[config.mk]
export PLATFORM = sky130hd
export DESIGN_NAME = avalon_st_sink_fifo_flat
export DESIGN_NICKNAME = d
export VERILOG_FILES = /design/src/rtl/avalon_st_sink_fifo_pkg.sv /design/src/rtl/avalon_st_sink_fifo_if.sv /design/src/rtl/avalon_st_sink_fifo_fwft.sv /design/src/rtl/avalon_st_sink_fifo.sv /design/src/flat_wrapper.sv
export SDC_FILE = /design/constraint.sdc
export NUM_CORES = 1
export LEC_CHECK = 0
export CORE_ASPECT_RATIO = 0.9
export CORE_UTILIZATION = 57
export CTS_CLUSTER_DIAMETER = 100
export CTS_CLUSTER_SIZE = 25
export DETAILED_ROUTE_END_ITERATION = 10
export GPL_TIMING_DRIVEN = 0
export PLACE_DENSITY_LB_ADDON = 0.12
export SETUP_SLACK_MARGIN = 0.02
export SLEW_MARGIN = 40
export SYNTH_ARGS = -nofsm -noshare
export SYNTH_HDL_FRONTEND = slang
export SYNTH_SLANG_ARGS = --single-unit
[constraint.sdc]
create_clock -name clk -period 6.5 [get_ports clk]
set_input_delay 0.65 -clock clk [delete_from_list [all_inputs] [get_ports clk]]
set_output_delay 0.65 -clock clk [all_outputs]
set_load 0.03 [all_outputs]
[src/rtl/avalon_st_sink_fifo_pkg.sv]
// avalon_st_pkg: beat type and handshake constants shared with the upstream 8-bit source
package avalon_st_pkg;
    parameter int DATA_W = 8;
    typedef logic [DATA_W-1:0] beat_t;
    localparam int READY_LATENCY = 0;
endpackage

[src/rtl/avalon_st_sink_fifo_if.sv]
// avalon_st_if: valid/ready/data beat channel; master drives the beat, slave drives ready
interface avalon_st_if import avalon_st_pkg::*; #(
    parameter int DATA_W = avalon_st_pkg::DATA_W
);
    logic              valid;
    logic              ready;
    logic [DATA_W-1:0] data;
    modport master (output valid, data, input ready);
    modport slave (input valid, data, output ready);
endinterface

[src/rtl/avalon_st_sink_fifo_fwft.sv]
// sync_fifo_fwft: first-word-fall-through FIFO; full/empty come from the level counter, not pointer compare
module sync_fifo_fwft #(
    parameter int W     = 8,
    parameter int DEPTH = 4
) (
    input  logic                     clk,
    input  logic                     resetn,
    input  logic                     wr_en,
    input  logic [W-1:0]             wr_data,
    input  logic                     rd_en,
    output logic [W-1:0]             rd_data,
    output logic                     full,
    output logic                     empty,
    output logic [$clog2(DEPTH):0]   level
);
    localparam int AW = $clog2(DEPTH);
    if (DEPTH < 2 || (DEPTH & (DEPTH - 1)) != 0) begin : g_bad_depth
        $error("DEPTH must be a power of 2 and at least 2");
    end
    logic [W-1:0]  mem [DEPTH];
    logic [AW-1:0] wr_ptr, rd_ptr;
    logic          push, pop;
    assign full    = level == (AW + 1)'(DEPTH);
    assign empty   = level == '0;
    assign push    = wr_en & ~full;
    assign pop     = rd_en & ~empty;
    assign rd_data = empty ? '0 : mem[rd_ptr];
    always_ff @(posedge clk) begin
        if (!resetn) begin
            wr_ptr <= '0;
            rd_ptr <= '0;
            level  <= '0;
        end else begin
            if (push) wr_ptr <= wr_ptr + 1'b1;
            if (pop) rd_ptr <= rd_ptr + 1'b1;
            if (push != pop) level <= push ? level + 1'b1 : level - 1'b1;
        end
    end
    // memory is left uncleared by reset; the zeroed level hides stale entries
    always_ff @(posedge clk) begin
        if (push) mem[wr_ptr] <= wr_data;
    end
endmodule

[src/rtl/avalon_st_sink_fifo.sv]
// avalon_st_sink_fifo: Avalon-ST sink buffering beats in a FWFT FIFO, with beat count and data sum statistics
module avalon_st_sink_fifo import avalon_st_pkg::*; #(
    parameter int DATA_W = avalon_st_pkg::DATA_W,
    parameter int DEPTH  = 4,
    parameter int CNT_W  = 16
) (
    input  logic                   clk,
    input  logic                   resetn,
    avalon_st_if.slave             snk,
    avalon_st_if.master            src,
    output logic [$clog2(DEPTH):0] level,
    output logic [CNT_W-1:0]       beat_count,
    output logic [CNT_W-1:0]       data_sum
);
    if (READY_LATENCY != 0) begin : g_bad_rl
        $error("sink only supports ready latency 0");
    end
    logic full, empty, push;
    // ready comes from registered level only, so out_ready never reaches in_ready
    assign snk.ready = ~full;
    assign src.valid = ~empty;
    assign push      = snk.valid & snk.ready;
    sync_fifo_fwft #(.W(DATA_W), .DEPTH(DEPTH)) u_fifo (
        .clk    (clk),
        .resetn (resetn),
        .wr_en  (snk.valid),
        .wr_data(snk.data),
        .rd_en  (src.ready),
        .rd_data(src.data),
        .full   (full),
        .empty  (empty),
        .level  (level)
    );
    always_ff @(posedge clk) begin
        if (!resetn) begin
            beat_count <= '0;
            data_sum   <= '0;
        end else if (push) begin
            if (beat_count != '1) beat_count <= beat_count + 1'b1;
            data_sum <= data_sum + CNT_W'(snk.data);
        end
    end
endmodule

[src/flat_wrapper.sv]
// flat-port wrapper written by rule: the top's interface ports become plain ports
module avalon_st_sink_fifo_flat import avalon_st_pkg::*;
#(
    parameter int DATA_W = avalon_st_pkg::DATA_W,
    parameter int DEPTH  = 4,
    parameter int CNT_W  = 16
)
  (clk, resetn, level, beat_count, data_sum, snk_valid, snk_data, snk_ready, src_valid, src_data, src_ready);
  avalon_st_if #(.DATA_W(DATA_W)) snk_i ();
  avalon_st_if #(.DATA_W(DATA_W)) src_i ();
  input  logic clk;
  input  logic resetn;
  output logic [$clog2(DEPTH):0] level;
  output logic [CNT_W-1:0] beat_count;
  output logic [CNT_W-1:0] data_sum;
  input wire logic [$bits(snk_i.valid)-1:0] snk_valid;
  input wire logic [$bits(snk_i.data)-1:0] snk_data;
  output wire logic [$bits(snk_i.ready)-1:0] snk_ready;
  output wire logic [$bits(src_i.valid)-1:0] src_valid;
  output wire logic [$bits(src_i.data)-1:0] src_data;
  input wire logic [$bits(src_i.ready)-1:0] src_ready;
  assign snk_i.valid = snk_valid;
  assign snk_i.data = snk_data;
  assign snk_ready = snk_i.ready;
  assign src_valid = src_i.valid;
  assign src_data = src_i.data;
  assign src_i.ready = src_ready;
  avalon_st_sink_fifo #(.DATA_W(DATA_W), .DEPTH(DEPTH), .CNT_W(CNT_W)) u_core (.clk(clk), .resetn(resetn), .snk(snk_i), .src(src_i), .level(level), .beat_count(beat_count), .data_sum(data_sum));
endmodule
* Word-level counts from Yosys, hierarchy flattened *
Memory sizes are Yosys's and may differ from the RTL's. A register that Yosys moved wholly into a read port is not among the register bits.
Cells that the tools add are included.

word-level totals
  RAM bits = 32
  logic and storage cells = 27
  input bits = 12
  flip-flop bits (word level) = 39
  memories = 1
  output and inout bits = 45

memories
  memory             depth  width  rd ports  clocked after memory_dff  write ports  RTL line                        text
  u_core.u_fifo.mem  4      8      1         1                         1            avalon_st_sink_fifo_fwft.sv:20  logic [W-1:0] mem [DEPTH];

cells by class
  muxes and demuxes = 6
  add/sub/neg operators = 6
  reduce and logical (&&, ||, !) cells = 2
  bitwise operators = 4
  equal/unequal tests = 3

operators by type and width
  kind                                               count
  adder 16 x 1 -> 16 bit (second input constant)     1
  adder 16 x 8 -> 16 bit                             1
  != test 16 bit (second input constant)             1
  two-way mux 8 bit                                  1
  adder 2 x 1 -> 2 bit (second input constant)       2
  two-way mux 2 bit                                  2
  adder 3 x 1 -> 3 bit (second input constant)       1
  equality test 3 bit (second input constant)        1
  zero test 3 bit                                    1
  two-way mux 3 bit                                  1
  subtractor 3 x 1 -> 3 bit (second input constant)  1
  bitwise AND 1 bit                                  2
  two-way mux 1 bit                                  2
  NOT 1 bit                                          2
  AND reduction 2 bit                                1
  != test 1 bit                                      1

* Depth between registers and ports, before layout *
Gate-level depths: netlist (run 1).

  depth in word-level cells = 5
  mapped depth = 11
  mapped depth without buffers = 8

* Cells and area by module *
A second synthesis (run 1) with hierarchy kept.

second synthesis, totals
  cells, all modules = 328
  area, all modules = 3643.5 sq um

modules (own cells, without submodules)
  module               area each (sq um)  instances  sequential area each (sq um)  cells each
  sync_fifo_fwft       1828.0             1          1141.1                        122
  avalon_st_sink_fifo  1815.5             1          640.6                         206

* Worst setup path before layout (run 1) *
Ideal clock, no wire load.

  path kind = flip-flop to flip-flop
  start = register u_core.u_fifo.level[0]
  end = register u_core.u_fifo.level[2]
  library setup time = 128 ps
  path buffers = 3
  arrival time = 2235 ps
  stages on the path, launching flop included = 12
  setup slack = 4138 ps
  period minus slack after synthesis = 2362 ps
  data required time = 6372 ps
  path through = dfxtp_1 or3b_1 buf_4 and2_4 buf_6 inv_4 buf_4 fa_1 and4_1 a21oi_2 xor2_1 nor2_1

between the ends
  word-level cells in the longest chain between the ends = 4
  elaborated cells between the ends (all ways) = 10
  those cells by class = 2 x add/sub; 2 x eq/ne; 1 x mux; 4 x bitwise; 1 x reduce/logical

ends and longest elaborated chain
  what                                                       RTL line                        text
  start, declared                                            avalon_st_sink_fifo_fwft.sv:14  output logic [$clog2(DEPTH):0] level
  start signal, assigned                                     avalon_st_sink_fifo_fwft.sv:36  if (push != pop) level <= push ? level + 1'b1 : level - 1'b1;
  equality test 3 bit *                                      avalon_st_sink_fifo_fwft.sv:23  assign full = level == (AW + 1)'(DEPTH);
  NOT 1 bit *                                                --
  net snk_ready                                              flat_wrapper.sv:18              output wire logic [$bits(snk_i.ready)-1:0] snk_ready;
  bitwise AND 1 bit *                                        avalon_st_sink_fifo_fwft.sv:25  assign push = wr_en & ~full;
  two-way mux 3 bit / != test 1 bit (equally long branches)  avalon_st_sink_fifo_fwft.sv:36

The timed path passes the listed nets; every way through them passes the cells marked *.
A chain may end at the register's enable or synchronous reset.

* Worst setup path in the final report (run 1) *
  start = input snk_data[0]
  end = register u_core.data_sum[14]

between the ends
  word-level cells in the longest chain between the ends = 1

ends and longest elaborated chain
  what                    RTL line                   text
  start, declared         flat_wrapper.sv:17         input wire logic [$bits(snk_i.data)-1:0] snk_data;
  adder 16 x 8 -> 16 bit  avalon_st_sink_fifo.sv:40  data_sum <= data_sum + CNT_W'(snk.data);
  end signal, assigned    avalon_st_sink_fifo.sv:40
  end, declared           avalon_st_sink_fifo.sv:13  output logic [CNT_W-1:0] data_sum

No other way between the ends.

==> results by stage, run 1 <==
Finish:
- The sequential cells in the finished layout cover a total of between 1500 and 2000 µm².
- The number of antenna diodes is 0.
- Counting the fill cells in the layout gives 390.
- At the end of the flow the core is filled with cells to 0.756.
- The net total in the final layout is between 400 and 500.
- The combined area of the multi-input logic cells is 1580 µm².
- In the final layout, the share of cells above drive strength 1 is 0.0942.
- Relative to the synthesized area, the layout overhead comes to 25.8%.

Detailed routing:
- For this block, the initial DRC count from the detailed router was between 100 and 150.
- The DRC violations left is 8.
- The detailed-route via count is between 2000 and 3000.
- The remaining antenna violation count after routing is 0.
- The total iterations of the first detailed-routing run is 7.
- The final wirelength is 7380 µm.
- The detail-routed net length per standard cell is 16.3 µm.
- The average vias per placed instance is roughly 5.8.

Yosys:
- The share of the Yosys chip area taken by registers is 0.514.
- The leading register cell type out of synthesis is sky130_fd_sc_hd__dfxtp_1.
- Sorting the synthesized cells by how often they occur yields sky130_fd_sc_hd__dfxtp_1 (41), sky130_fd_sc_hd__nor2_1 (33), sky130_fd_sc_hd__edfxtp_1 (32), sky130_fd_sc_hd__nand2_1 (21).
- By area, the combinational part of the netlist is dominated by simple AND/OR/NAND/NOR gates.
- After synthesis, the cell types taking the most area are sky130_fd_sc_hd__edfxtp_1 (28%), sky130_fd_sc_hd__dfxtp_1 (24%), sky130_fd_sc_hd__mux4_2 (5.2%).
- The fraction of post-synthesis cell area in the top cell type by area is 0.277.
- The synthesized-area fraction occupied by and/or/nand/nor cells is 0.176.
- After synthesis the cells add up to 3460 µm².
- The count of unique library cells instantiated by Yosys is 53.
- The number of warnings printed during yosys synthesis is 0.
- The count of flip-flops with a built-in enable after synthesis is 32.
- The number of instances in the synthesized netlist is 310.
- Of the total synthesized cell area, the portion taken by XOR and XNOR cells is 0.0578.
- The average footprint of a synthesized cell is 11.2 µm².
- The largest area contributor in the netlist is sky130_fd_sc_hd__edfxtp_1.
- By instance count, the leading cell after synthesis is sky130_fd_sc_hd__dfxtp_1.
- The area share of fa/ha/maj cells after synthesis is 0.0585.
- The portion of netlist area occupied by mux cells is 0.0636.
- The fraction of registers with async set or reset after synthesis is 0.
- The post-synth net total is about 340.
- The fraction of the mapped netlist area in compound gates came to 0.0983.
- The count of state elements after synthesis is 73.

Floorplanning:
- For this configuration, the core starts out at a cell density of 0.601.
- Row generation in the floorplan step produced 26 rows.
- Measured along the y axis, the die boundary spans 76.0 µm.
- The total area inside the core boundary comes to approximately 5800 µm².
- The die covers between 6000 and 7000 µm².
- 57 I/O pins were placed.
- The floorplan step set the die width to 84.2 µm.

Critical path:
- The worst setup path is launched from an input port.
- In this run the worst path has a maximum fanout of 5.
- STA classifies the critical path endpoint as a register.
- The critical path is of the input port to register type.
- STA puts the critical path data required time at about 6800 ps.
- The critical path goes through clkdlybuf4s50_1, ha_1, inv_1, fa_1, nand2b_1, a211oi_1, nor2_1, nor4b_1, mux2i_1.
- The arrival time at the worst endpoint is roughly 3200 ps.
- The biggest cell delay along the critical path is between 500 and 600 ps.
- The cell type of the slowest stage on the worst timing path is sky130_fd_sc_hd__clkdlybuf4s50_1.

Flow run:
- The number of maximum-capacitance violations is 0.

Min path:
- The tightest min-delay check is of the register to register type.

Place:
- Once detailed placement completed, the half-perimeter wirelength came to roughly 5300 µm.
- The weighted congestion at the end of routability-driven global placement is just over 0.8.
- During placement, the flow inserted port buffers numbering 56.

GRT:
- The final global-route overflow total is 0.
- The pin count of the biggest net entering global routing is 14.
- The initial antenna violation count is 0.
- The number of global-route vias before repair is approximately 2500.
- In the global route stage, overall resource usage came out at 0.252.
- The first global-routing pass estimated 12300 µm of wire.

Timing:
- The hold violation count in the final report came to 0.
- Setup violations remaining at the end of the flow were counted as 0.
- Setup repair after global routing left no endpoint under its margin.
- At the pin with the least slew margin, the transition time is roughly 770 ps.
- In this run the tightest slew margin relative to its limit is 0.484.
- The top achievable clock speed is about 340 MHz.
- The smallest clock period supported by the final layout is computed as between 2000 and 3000 ps.
- The worst setup skew after layout is 10.9 ps.
- The total negative setup slack is 0 ps.
- The final max-slew violation count was 0.
- The fraction of the cycle the final worst path needs is 0.448.

Clock network:
- The clock edge transition at the registers on the reported setup and hold paths is about 70 ps.
- The tree is rooted in a sky130_fd_sc_hd__clkbuf_8.
- The H-tree was split into 3 levels.
- The TritonCTS sink count is 73.
- The number of hold buffers added after CTS was 0.
- TritonCTS built the clock tree.
- Buffers added to address setup during post-CTS repair amount to 0.
- The total clock buffers created by CTS is 9.
- The latest clock arrival within the worst-skew pair is 350 ps.
- The buffer levels on the longest clock path is 2.
- After clock tree synthesis, the repair step resized 0 gates.

Run status:
- The checks that failed: DRC.
- The run finished, with violations left.

Power:
- For this design the ratio of total power to cell area is roughly 350 nW/µm².
- The cell leakage power is approximately 1.6 nW.
- The peak supply drop is approximately 0.00019 V.
critical path, delay by kind of cell:
family	cells	cell delay [ps]
buf+inv	2	650
fa+ha+maj	2	620
simple gates	3	590
compound gates	1	460
mux	1	220
metrics by stage:
stage                     setup slack [ps]  total power [mW]  instances  cell area [µm²]  hold WS (ps)
after floorplan                       4140             0.945        310             3460           459
after global placement                3290              1.11        436             4110           460
after detailed placement              3250              1.13        436             4120           469
after CTS                             3580              1.54        452             4360           481
after global routing                  3420              1.61        452             4360           508
final                                 3590              1.53        452             4360           480
registers in the layout, indices dropped and copies added, names as in the netlist, named ones only:
signal                flops
u_core.beat_count        16
u_core.data_sum          16
u_core.u_fifo.level       3
u_core.u_fifo.mem        32
u_core.u_fifo.rd_ptr      2
u_core.u_fifo.wr_ptr      2
logic make-up (layout without fill, tap and decap cells):
kind of cell               after synthesis  count (layout)
DFF                                     73              73
muxes                                   12              12
buffers and inverters                   22              94
AOI/OAI and AO/OA                       51              51
and+or+nand+nor                        115             115
adders and majority gates               15              15
xor gates and xnor gates                22              22
worst paths after layout:
| check | start | to | slack, ps | depth (start not counted) |
|---|---|---|---|---|
| worst max register to register | u_core.u_fifo.level[0]$_SDFFE_PN0P_ | u_core.u_fifo.level[2]$_SDFFE_PN0P_ | 4150 | 11 |
| worst min-delay path | u_core.data_sum[3]$_SDFFE_PN0P_ | u_core.data_sum[3]$_SDFFE_PN0P_ | 480 | 2 |
| worst max-delay path | snk_data[0] | u_core.data_sum[14]$_SDFFE_PN0P_ | 3590 | 9 |
| worst min register to register | u_core.data_sum[3]$_SDFFE_PN0P_ | u_core.data_sum[3]$_SDFFE_PN0P_ | 480 | 2 |
cell usage in the layout (no fill, tap or decap), types with 7 or more instances in the layout:
cell                               n
sky130_fd_sc_hd__inv_1            10
sky130_fd_sc_hd__edfxtp_1         32
sky130_fd_sc_hd__ha_1             13
sky130_fd_sc_hd__xnor2_1          13
sky130_fd_sc_hd__nor2b_1          11
sky130_fd_sc_hd__nor2_1           33
sky130_fd_sc_hd__o21ai_0          10
sky130_fd_sc_hd__clkbuf_8          9
sky130_fd_sc_hd__dfxtp_1          41
sky130_fd_sc_hd__a21oi_1          13
sky130_fd_sc_hd__clkdlybuf4s50_1  56
sky130_fd_sc_hd__nand2_1          21
sky130_fd_sc_hd__and3_1            7
sky130_fd_sc_hd__mux4_2            8
sky130_fd_sc_hd__xor2_1            8
routing by layer:
metal / vias up / GRT usage / wire length, µm
met4: 0 / 0.0966 / 99
met5: - / 0 / 0
met3: 12 / 0.0664 / 354
met2: 80 / 0.409 / 3480
met1: 1238 / 0.323 / 3450
li1: 1271 / - / -
layout make-up:
cell class	count	area share
inverter	11	0.0101
clock inverter	5	0.0198
timing repair buffer	56	0.129
buffer	11	0.0152
multi-input combinational	215	0.362
clock buffer	11	0.0350
sequential	73	0.409
tap	70	0.0201
report_power, final:
| group | internal [mW] | leakage (nW) | switching [mW] |
|---|---|---|---|
| combinational | 0.241 | 0.811 | 0.315 |
| sequential | 0.530 | 0.627 | 0.0375 |
| clock | 0.241 | 0.119 | 0.168 |
| total | 1.01 | 1.56 | 0.520 |
(Power assumes the default switching activity.)
==> inputs of run 2 (changes only) <==
--- a/config.mk
+++ b/config.mk
@@ -6,7 +6,7 @@
 export NUM_CORES = 1
 export LEC_CHECK = 0
 export CORE_ASPECT_RATIO = 0.9
-export CORE_UTILIZATION = 57
+export CORE_UTILIZATION = 53
 export CTS_CLUSTER_DIAMETER = 100
 export CTS_CLUSTER_SIZE = 25
 export DETAILED_ROUTE_END_ITERATION = 10
==> constraint.sdc (replaced) <==
create_clock -name clk -period 2.8 [get_ports clk]
set_input_delay 0.28 -clock clk [delete_from_list [all_inputs] [get_ports clk]]
set_output_delay 0.28 -clock clk [all_outputs]
set_load 0.03 [all_outputs]
==> run 2 against run 1 <==
Against the previous run:
- the flow now finishes without violations
- total power up 120%
- clock power up 72%
- register-to-register slack got worse by 3800 ps
- largest cell class unchanged
==> results by stage, run 2 (synthesized netlist as in run 1, its figures left out) <==
Run status:
- The run finished with clean final reports.

Finish:
- The net total in the final layout is 404.
- u_core.u_fifo.mem holds more flip-flops than any other register.
- The number of flip-flops under the largest register name is 32.
- The largest registers in the layout are u_core.u_fifo.mem (32), u_core.beat_count (16), u_core.data_sum (16).
- In the layout the commonest cells are sky130_fd_sc_hd__clkdlybuf4s50_1 (56), sky130_fd_sc_hd__dfxtp_1 (41), sky130_fd_sc_hd__nor2_1 (33), sky130_fd_sc_hd__edfxtp_1 (32), sky130_fd_sc_hd__nand2_1 (21).
- The number of antenna diodes is 0.
- The post-synthesis to final-layout area growth is 24.6%.
- The fraction of final layout cells sized beyond drive strength 1 is 0.0942.
- The most common library cell in the layout ignoring fill and taps is sky130_fd_sc_hd__clkdlybuf4s50_1.
- Once layout is complete, the cells apart from fillers number about 470.

Place:
- The setup slack at placement is -99.8 ps.
- Once placement completed, the tool counted placed cells totaling approximately 450.
- The weighted congestion at the end of routability-driven global placement is 0.870.
- Summed over all nets, the half-perimeter wirelength after detailed placement is between 5000 and 6000 µm.
- The count of input and output buffers is 56.

Clock network:
- Post-CTS timing repair inserted 0 buffers for setup.
- In this run, post-CTS hold repair placed 0 buffers.
- The buffer levels on the longest clock path is 2.
- The TritonCTS clock tree is built.
- The clock edge transition at the registers on the reported setup and hold paths is ~70 ps.
- The latest clock arrival within the worst-skew pair is around 340 ps.
- The number of gates resized after CTS was 0.
- The tree is rooted in a sky130_fd_sc_hd__clkbuf_8.
- The clock drives 73 sinks.
- In this run the number of H-tree levels came out at 3.
- The total clock buffers created by CTS is 9.

Timing:
- For this run, the top clock speed supported by timing is just under 400 MHz.
- Setup repair after global routing left no endpoint under its margin.
- The final max-slew violation count is 0.
- Measured against its own limit, the worst slew margin works out to 0.574.
- The worst setup skew after layout is between 7 and 8 ps.
- In the finished design, the share of the clock period the worst path needs comes to 0.926.
- The post-route minimum period is 2590 ps.
- For the pin with the worst max-slew slack, the measured transition is between 600 and 700 ps.
- The hold violation count in the final report is 0.
- Across all setup checks in the final design, the least slack found is approximately 210 ps.
- Setup violations remaining at the end of the flow were counted as 0.

Critical path:
- For this design, the slowest cell found on the critical path is sky130_fd_sc_hd__clkdlybuf4s50_1.
- The buffering stage count on the worst path with inverters included is 2.
- The worst setup path is captured at a register.
- The cell family with the largest share of critical-path delay is buffers and inverters.
- The biggest fanout along the worst timing path is 5.
- The element type at the critical path start is an input port.
- The critical path goes through clkdlybuf4s50_1, ha_1, inv_1, fa_1, nand2b_1, a211oi_1, nor2_1, nor4b_1, mux2i_1.
- For this run, the slowest stage of the critical path takes ~570 ps.
- For the worst setup path, the data required time is ~3100 ps.
- In this run the register-to-register setup slack is ~400 ps.
- The arrival time at the worst endpoint is approximately 2900 ps.
- The critical path is of the input port to register type.

GRT:
- The number of global-route vias before repair came to approximately 2400.
- The initial antenna violation count came to 0.
- The wire length of the first global-routing pass is approximately 11000 µm.
- The total overflow left after global routing is 0.
- Across every metal layer, demand over resource in global routing totals 0.223.
- The pin count of the biggest net entering global routing is 14.

Floorplanning:
- The area of the core is approximately 6200 µm².
- The starting density of the core is 0.557.
- The number of top-level pins is between 50 and 60.
- Row generation in the floorplan step produced 27 rows.
- The floorplan step set the die width to ~87 µm.
- The height of the die is around 79 µm.
- The die area is 6860 µm².

Power:
- Power spread over the standard cell area amounts to approximately 770 nW/µm².
- The peak supply drop is 0.000338 V.
- The total power consumption of the routed design is about 3.3 mW.
- The cell leakage power is 1.51 nW.

Detailed routing:
- After detailed routing, the average wire length per cell comes to around 15 µm.
- In this run, the number of DRC markers left after iteration 0 of detailed routing was between 150 and 200.
- The first TritonRoute pass finished after 5 iterations.
- The average vias per placed instance is 5.46.
- The remaining antenna violation count after routing is 0.
- The final wirelength is between 7000 and 8000 µm.
- The DRC violations left is 0.
- Detailed routing inserted a total of around 2600 vias.

Flow run:
- Across the run, the number of max-cap violations was 0.

Min path:
- The class of the most critical hold timing path is register to register.
run 2: cell type report:
class	instances	area [µm²]
Timing Repair Buffer	56	561
Clock buffer	9	124
Tap cell	87	109
Clock inverter	7	46.3
Buffer	11	66.3
Multi-Input combinational cell	215	1580
Sequential cell	73	1780
Fill cell	485	1900
Inverter	11	43.8
run 2: metal layers:
layer | global-route usage | vias to the layer above | part of all wire
li1 | - | 1276 | -
met1 | 0.294 | 1210 | 0.45
met2 | 0.365 | 73 | 0.49
met3 | 0.0613 | 4 | 0.052
met4 | 0.0590 | 0 | 0.0063
met5 | 0 | - | 0
run 2: power breakdown:
part	internal [mW]	switching, mW
clock	0.318	0.385
combinational	0.560	0.726
sequential	1.23	0.0903
run 2: worst paths after layout:
path | startpoint | end | cells after the start
hold / removal | u_core.data_sum[0]$_SDFFE_PN0P_ | u_core.data_sum[0]$_SDFFE_PN0P_ | 2
setup reg to reg | u_core.data_sum[0]$_SDFFE_PN0P_ | u_core.data_sum[14]$_SDFFE_PN0P_ | 8
hold reg to reg | u_core.data_sum[0]$_SDFFE_PN0P_ | u_core.data_sum[0]$_SDFFE_PN0P_ | 2
setup / recovery | snk_data[0] | u_core.data_sum[14]$_SDFFE_PN0P_ | 9
run 2: tightest hold or removal path: stages, from the launching register on:
cell and delay, ps:
sky130_fd_sc_hd__dfxtp_1 330, sky130_fd_sc_hd__nand2_1 60, sky130_fd_sc_hd__a21oi_1 50
run 2: per-stage QoR:
step / util / cell area [µm²] / setup TNS [ps] / hold slack (ps)
5_1_grt: 0.694 / 4310 / 0 / 501
3_5_place_dp: 0.666 / 4140 / -99.8 / 470
3_3_place_gp: 0.665 / 4130 / -2.62 / 463
6_report: 0.694 / 4310 / 0 / 480
2_1_floorplan: - / 3460 / 0 / 379
4_1_cts: 0.693 / 4310 / 0 / 482
==> inputs of run 3 (changes only) <==
==> constraint.sdc (replaced) <==
create_clock -name clk -period 2.8 [get_ports clk]
set_input_delay 0.56 -clock clk [delete_from_list [all_inputs] [get_ports clk]]
set_output_delay 0.56 -clock clk [all_outputs]
set_load 0.03 [all_outputs]
==> run 3 against run 2 <==
Against the previous run:
- die area unchanged
- largest cell class unchanged
- count of clock-buffer cells in the layout did not move
- setup slack got worse by 37 ps
==> results by stage, run 3 (synthesized netlist as in run 1, its figures left out) <==
Run status:
- The run finished with clean final reports.

Finish:
- For this run, the share of the core covered by cells in the final layout is 0.697.
- After the last flow step, the layout net total stands at 404.
- In the layout the commonest cells are sky130_fd_sc_hd__clkdlybuf4s50_1 (48), sky130_fd_sc_hd__dfxtp_1 (41), sky130_fd_sc_hd__nor2_1 (33), sky130_fd_sc_hd__edfxtp_1 (32), sky130_fd_sc_hd__nand2_1 (21).
- Of the cells placed in the final design, the portion with a size suffix greater than 1 is 0.0995.
- The largest registers in the layout are u_core.u_fifo.mem (32), u_core.beat_count (16), u_core.data_sum (16).
- The multi-input combinational cells in the finished layout cover a total of ~1600 µm².
- The register cell area after layout is about 1800 µm².
- The register with the most flip-flops is u_core.u_fifo.mem.
- The number of antenna diodes in the final layout is 0.
- The final design area excluding fillers is 4330 µm².
- The post-synthesis to final-layout area growth is 25.1%.
- The register with the most flip-flops in the layout has 32 of them.
- Leaving out fill and tap cells, the most frequent cell in the layout is sky130_fd_sc_hd__clkdlybuf4s50_1.
- The total of fill cells in the finished design is 483.

Critical path:
- In this run the worst path has a maximum fanout of 5.
- The biggest cell delay along the critical path is between 500 and 600 ps.
- The critical path in this run is classified as input port to register.
- The worst setup path is launched from an input port.
- The worst setup path is captured at a register.
- The worst register-to-register path begins at u_core.u_fifo.level[0]$_SDFFE_PN0P_.
- Traced cell by cell, the critical path runs through clkdlybuf4s50_1, ha_1, inv_1, fa_1, nand2b_1, a211oi_4, nor2_1, nor4b_2, mux2i_1.
- On the critical path, the stage with the largest delay is an instance of sky130_fd_sc_hd__clkdlybuf4s50_1.
- Together, buffers and inverters on the worst path number 2.
- The worst flop-to-flop path endpoint is u_core.u_fifo.level[2]$_SDFFE_PN0P_.
- For the worst setup path, the data required time is a little over 3000 ps.
- Measured in cells, the most critical reg-to-reg path has a length of 11.
- The worst register-to-register path has a setup slack of 440 ps.
- The cell family with the largest share of critical-path delay is buffers and inverters.
- The arrival time at the worst endpoint is between 2000 and 3000 ps.

Power:
- The switching component of the power is roughly 1.2 mW.
- The power density of the placed cells is ~760 nW/µm².
- Total power for the finished layout comes to roughly 3.3 mW.
- Of the total power, the share spent switching nets is 0.369.
- The peak supply drop is approximately 0.00035 V.
- The combinational share of power is 0.384.
- For this design the static power due to leakage is about 1.6 nW.
- The internal power of the cells totals a little over 2 mW.
- The share of total power dissipated in sequential elements is 0.401.
- Of the total power, the clock network draws 0.215.

Timing:
- On the final layout, the worst clock skew is between 7 and 8 ps.
- Based on the critical path, the design can be clocked at up to between 300 and 400 MHz.
- For the pin with the worst max-slew slack, the measured transition is 626 ps.
- Of the available clock period, the critical path in the final layout requires 0.939.
- Setup slack closes at about 170 ps.
- The hold slack is around 480 ps.
- The final max-slew violation count came to 0.
- Measured against its own limit, the worst slew margin works out to 0.582.
- Setup repair after global routing left no endpoint under its margin.
- The post-route minimum period is about 2600 ps.
- The hold violation count in the final report is 0.
- Setup violations remaining at the end of the flow were counted as 0.

GRT:
- Global routing finished with a remaining overflow of 0.
- The initial antenna violation count is 0.
- The overall routing resource usage is 0.224.
- Entering global routing, the biggest net connects 14 pins.
- The first global-routing pass estimated between 10000 and 15000 µm of wire.
- The number of global-route vias before repair is about 2400.

Place:
- The HPWL after detailed placement is about 5300 µm.
- Input and output buffers added on the ports amount to 56.
- The setup slack at placement is -380 ps.
- The weighted congestion at the end of routability-driven global placement is just under 0.9.
- The post-placement cell area is 4140 µm².

Floorplanning:
- The number of cell rows is 27.
- After floorplanning, the core was sized to cover approximately 6200 µm².
- The die area is just under 7000 µm².
- The die is between 70 and 80 µm tall.
- For this design the top-level I/O count stands at 57.
- The overall die width is between 80 and 90 µm.
- The starting density of the core is 0.557.

Flow run:
- The number of maximum-capacitance violations is 0.

Min path:
- The sink of the worst hold path is u_core.data_sum[0]$_SDFFE_PN0P_.
- The path class of the tightest hold or removal check is register to register.
- The start point of the worst hold path is u_core.data_sum[0]$_SDFFE_PN0P_.
- Along the worst hold path, the cell count comes to 2.

Detailed routing:
- In the final routed layout, each cell accounts on average for 15.1 µm.
- The number of DRC markers after the initial detailed-route iteration is roughly 170.
- The remaining antenna violation count after routing is 0.
- The final route contains 2585 vias.
- The routed design has ~7000 µm of wire.
- The average vias per placed instance is 5.51.
- The DRC violations left is 0.
- Before antenna repair, the detailed router went through 5 iterations.

Clock network:
- The total clock buffers created by CTS is 9.
- Clock-pin slew was measured on the worst setup and hold paths at 70 ps.
- Counting every sink on the clock net gives 73.
- The buffer levels on the longest clock path is 2.
- The count of hold-fix buffers inserted at cts is 0.
- At the later pin of the worst-skew pair, clock insertion delay measures 340 ps.
- Clock tree synthesis selected as its root buffer the cell sky130_fd_sc_hd__clkbuf_8.
- TritonCTS built the clock tree.
- The H-tree generated during clock tree synthesis spans 3 levels.
-- run 3: cell types whose count changed in the layout (fill, tap and decap cells not counted) --
cell / delta
sky130_fd_sc_hd__dlygate4sd2_1: +5
sky130_fd_sc_hd__dlymetal6s2s_1: +3
sky130_fd_sc_hd__nor4b_2: +1
sky130_fd_sc_hd__a211oi_1: -1
sky130_fd_sc_hd__clkdlybuf4s50_1: -8
sky130_fd_sc_hd__a211oi_4: +1
sky130_fd_sc_hd__nor4b_1: -1
-- run 3: worst reg2reg max path, cell delays in order (launching register included) --
cell and delay (ps):
sky130_fd_sc_hd__dfxtp_1 500, sky130_fd_sc_hd__or3b_1 170, sky130_fd_sc_hd__buf_4 150, sky130_fd_sc_hd__and2_4 150, sky130_fd_sc_hd__buf_6 140, sky130_fd_sc_hd__inv_4 60
sky130_fd_sc_hd__buf_4 180, sky130_fd_sc_hd__fa_1 390, sky130_fd_sc_hd__and4_1 170, sky130_fd_sc_hd__a21oi_2 110, sky130_fd_sc_hd__xor2_1 160, sky130_fd_sc_hd__nor2_1 50
-- run 3: worst max-delay path by stage --
| stage | endpoint | cells after the start | slack (ps) | start |
|---|---|---|---|---|
| 2_1_floorplan | u_core.u_fifo.level[2]$_SDFFE_PN0P_ | 11 | 440 | u_core.u_fifo.level[0]$_SDFFE_PN0P_ |
| 3_3_place_gp | u_core.data_sum[14]$_SDFFE_PN0P_ | 9 | -280 | snk_data[0] |
| 3_5_place_dp | u_core.data_sum[14]$_SDFFE_PN0P_ | 9 | -380 | snk_data[0] |
| 4_1_cts | src_data[5] | 4 | 20 | register |
| 5_1_grt | u_core.data_sum[14]$_SDFFE_PN0P_ | 9 | 70 | snk_data[0] |
| 6_report | u_core.data_sum[14]$_SDFFE_PN0P_ | 9 | 170 | snk_data[0] |
-- run 3: final cells by class --
type / count / area share
Tap cell: 87 / 0.0251
Inverter: 11 / 0.0101
Sequential cell: 73 / 0.411
Multi-Input combinational cell: 215 / 0.370
Buffer: 11 / 0.0153
Clock inverter: 7 / 0.0107
Clock buffer: 9 / 0.0286
Timing Repair Buffer: 56 / 0.130
-- run 3: power by group through the flow --
stage | sequential, mW | clock (mW) | combinational [mW]
finish | 1.32 | 0.706 | 1.26
global route | 1.33 | 0.767 | 1.36
CTS | 1.32 | 0.720 | 1.26
detailed placement | 1.34 | 0 | 1.29
global placement | 1.33 | 0 | 1.26
floorplan | 1.42 | 0 | 0.772
-- run 3: timing repair --
action                                  in CTS  in global routing
setup buffers                                0                  0
hold endpoints to repair                     0                  0
endpoints found under the setup margin       6                  4
resized for setup                            6                  5
-- run 3: per-stage QoR --
stage / instances / TNS (ps)
2_1_floorplan: 310 / 0
6_report: 469 / 0
4_1_cts: 469 / 0
5_1_grt: 469 / 0
3_3_place_gp: 453 / -644
3_5_place_dp: 453 / -1010
-- run 3: layer usage --
metal / global-route usage / up-vias / routed length [µm]
met5: 0 / - / 0
met4: 0.0590 / 0 / 69
met3: 0.0613 / 8 / 364
met2: 0.367 / 77 / 3420
met1: 0.294 / 1228 / 3240
li1: - / 1272 / -
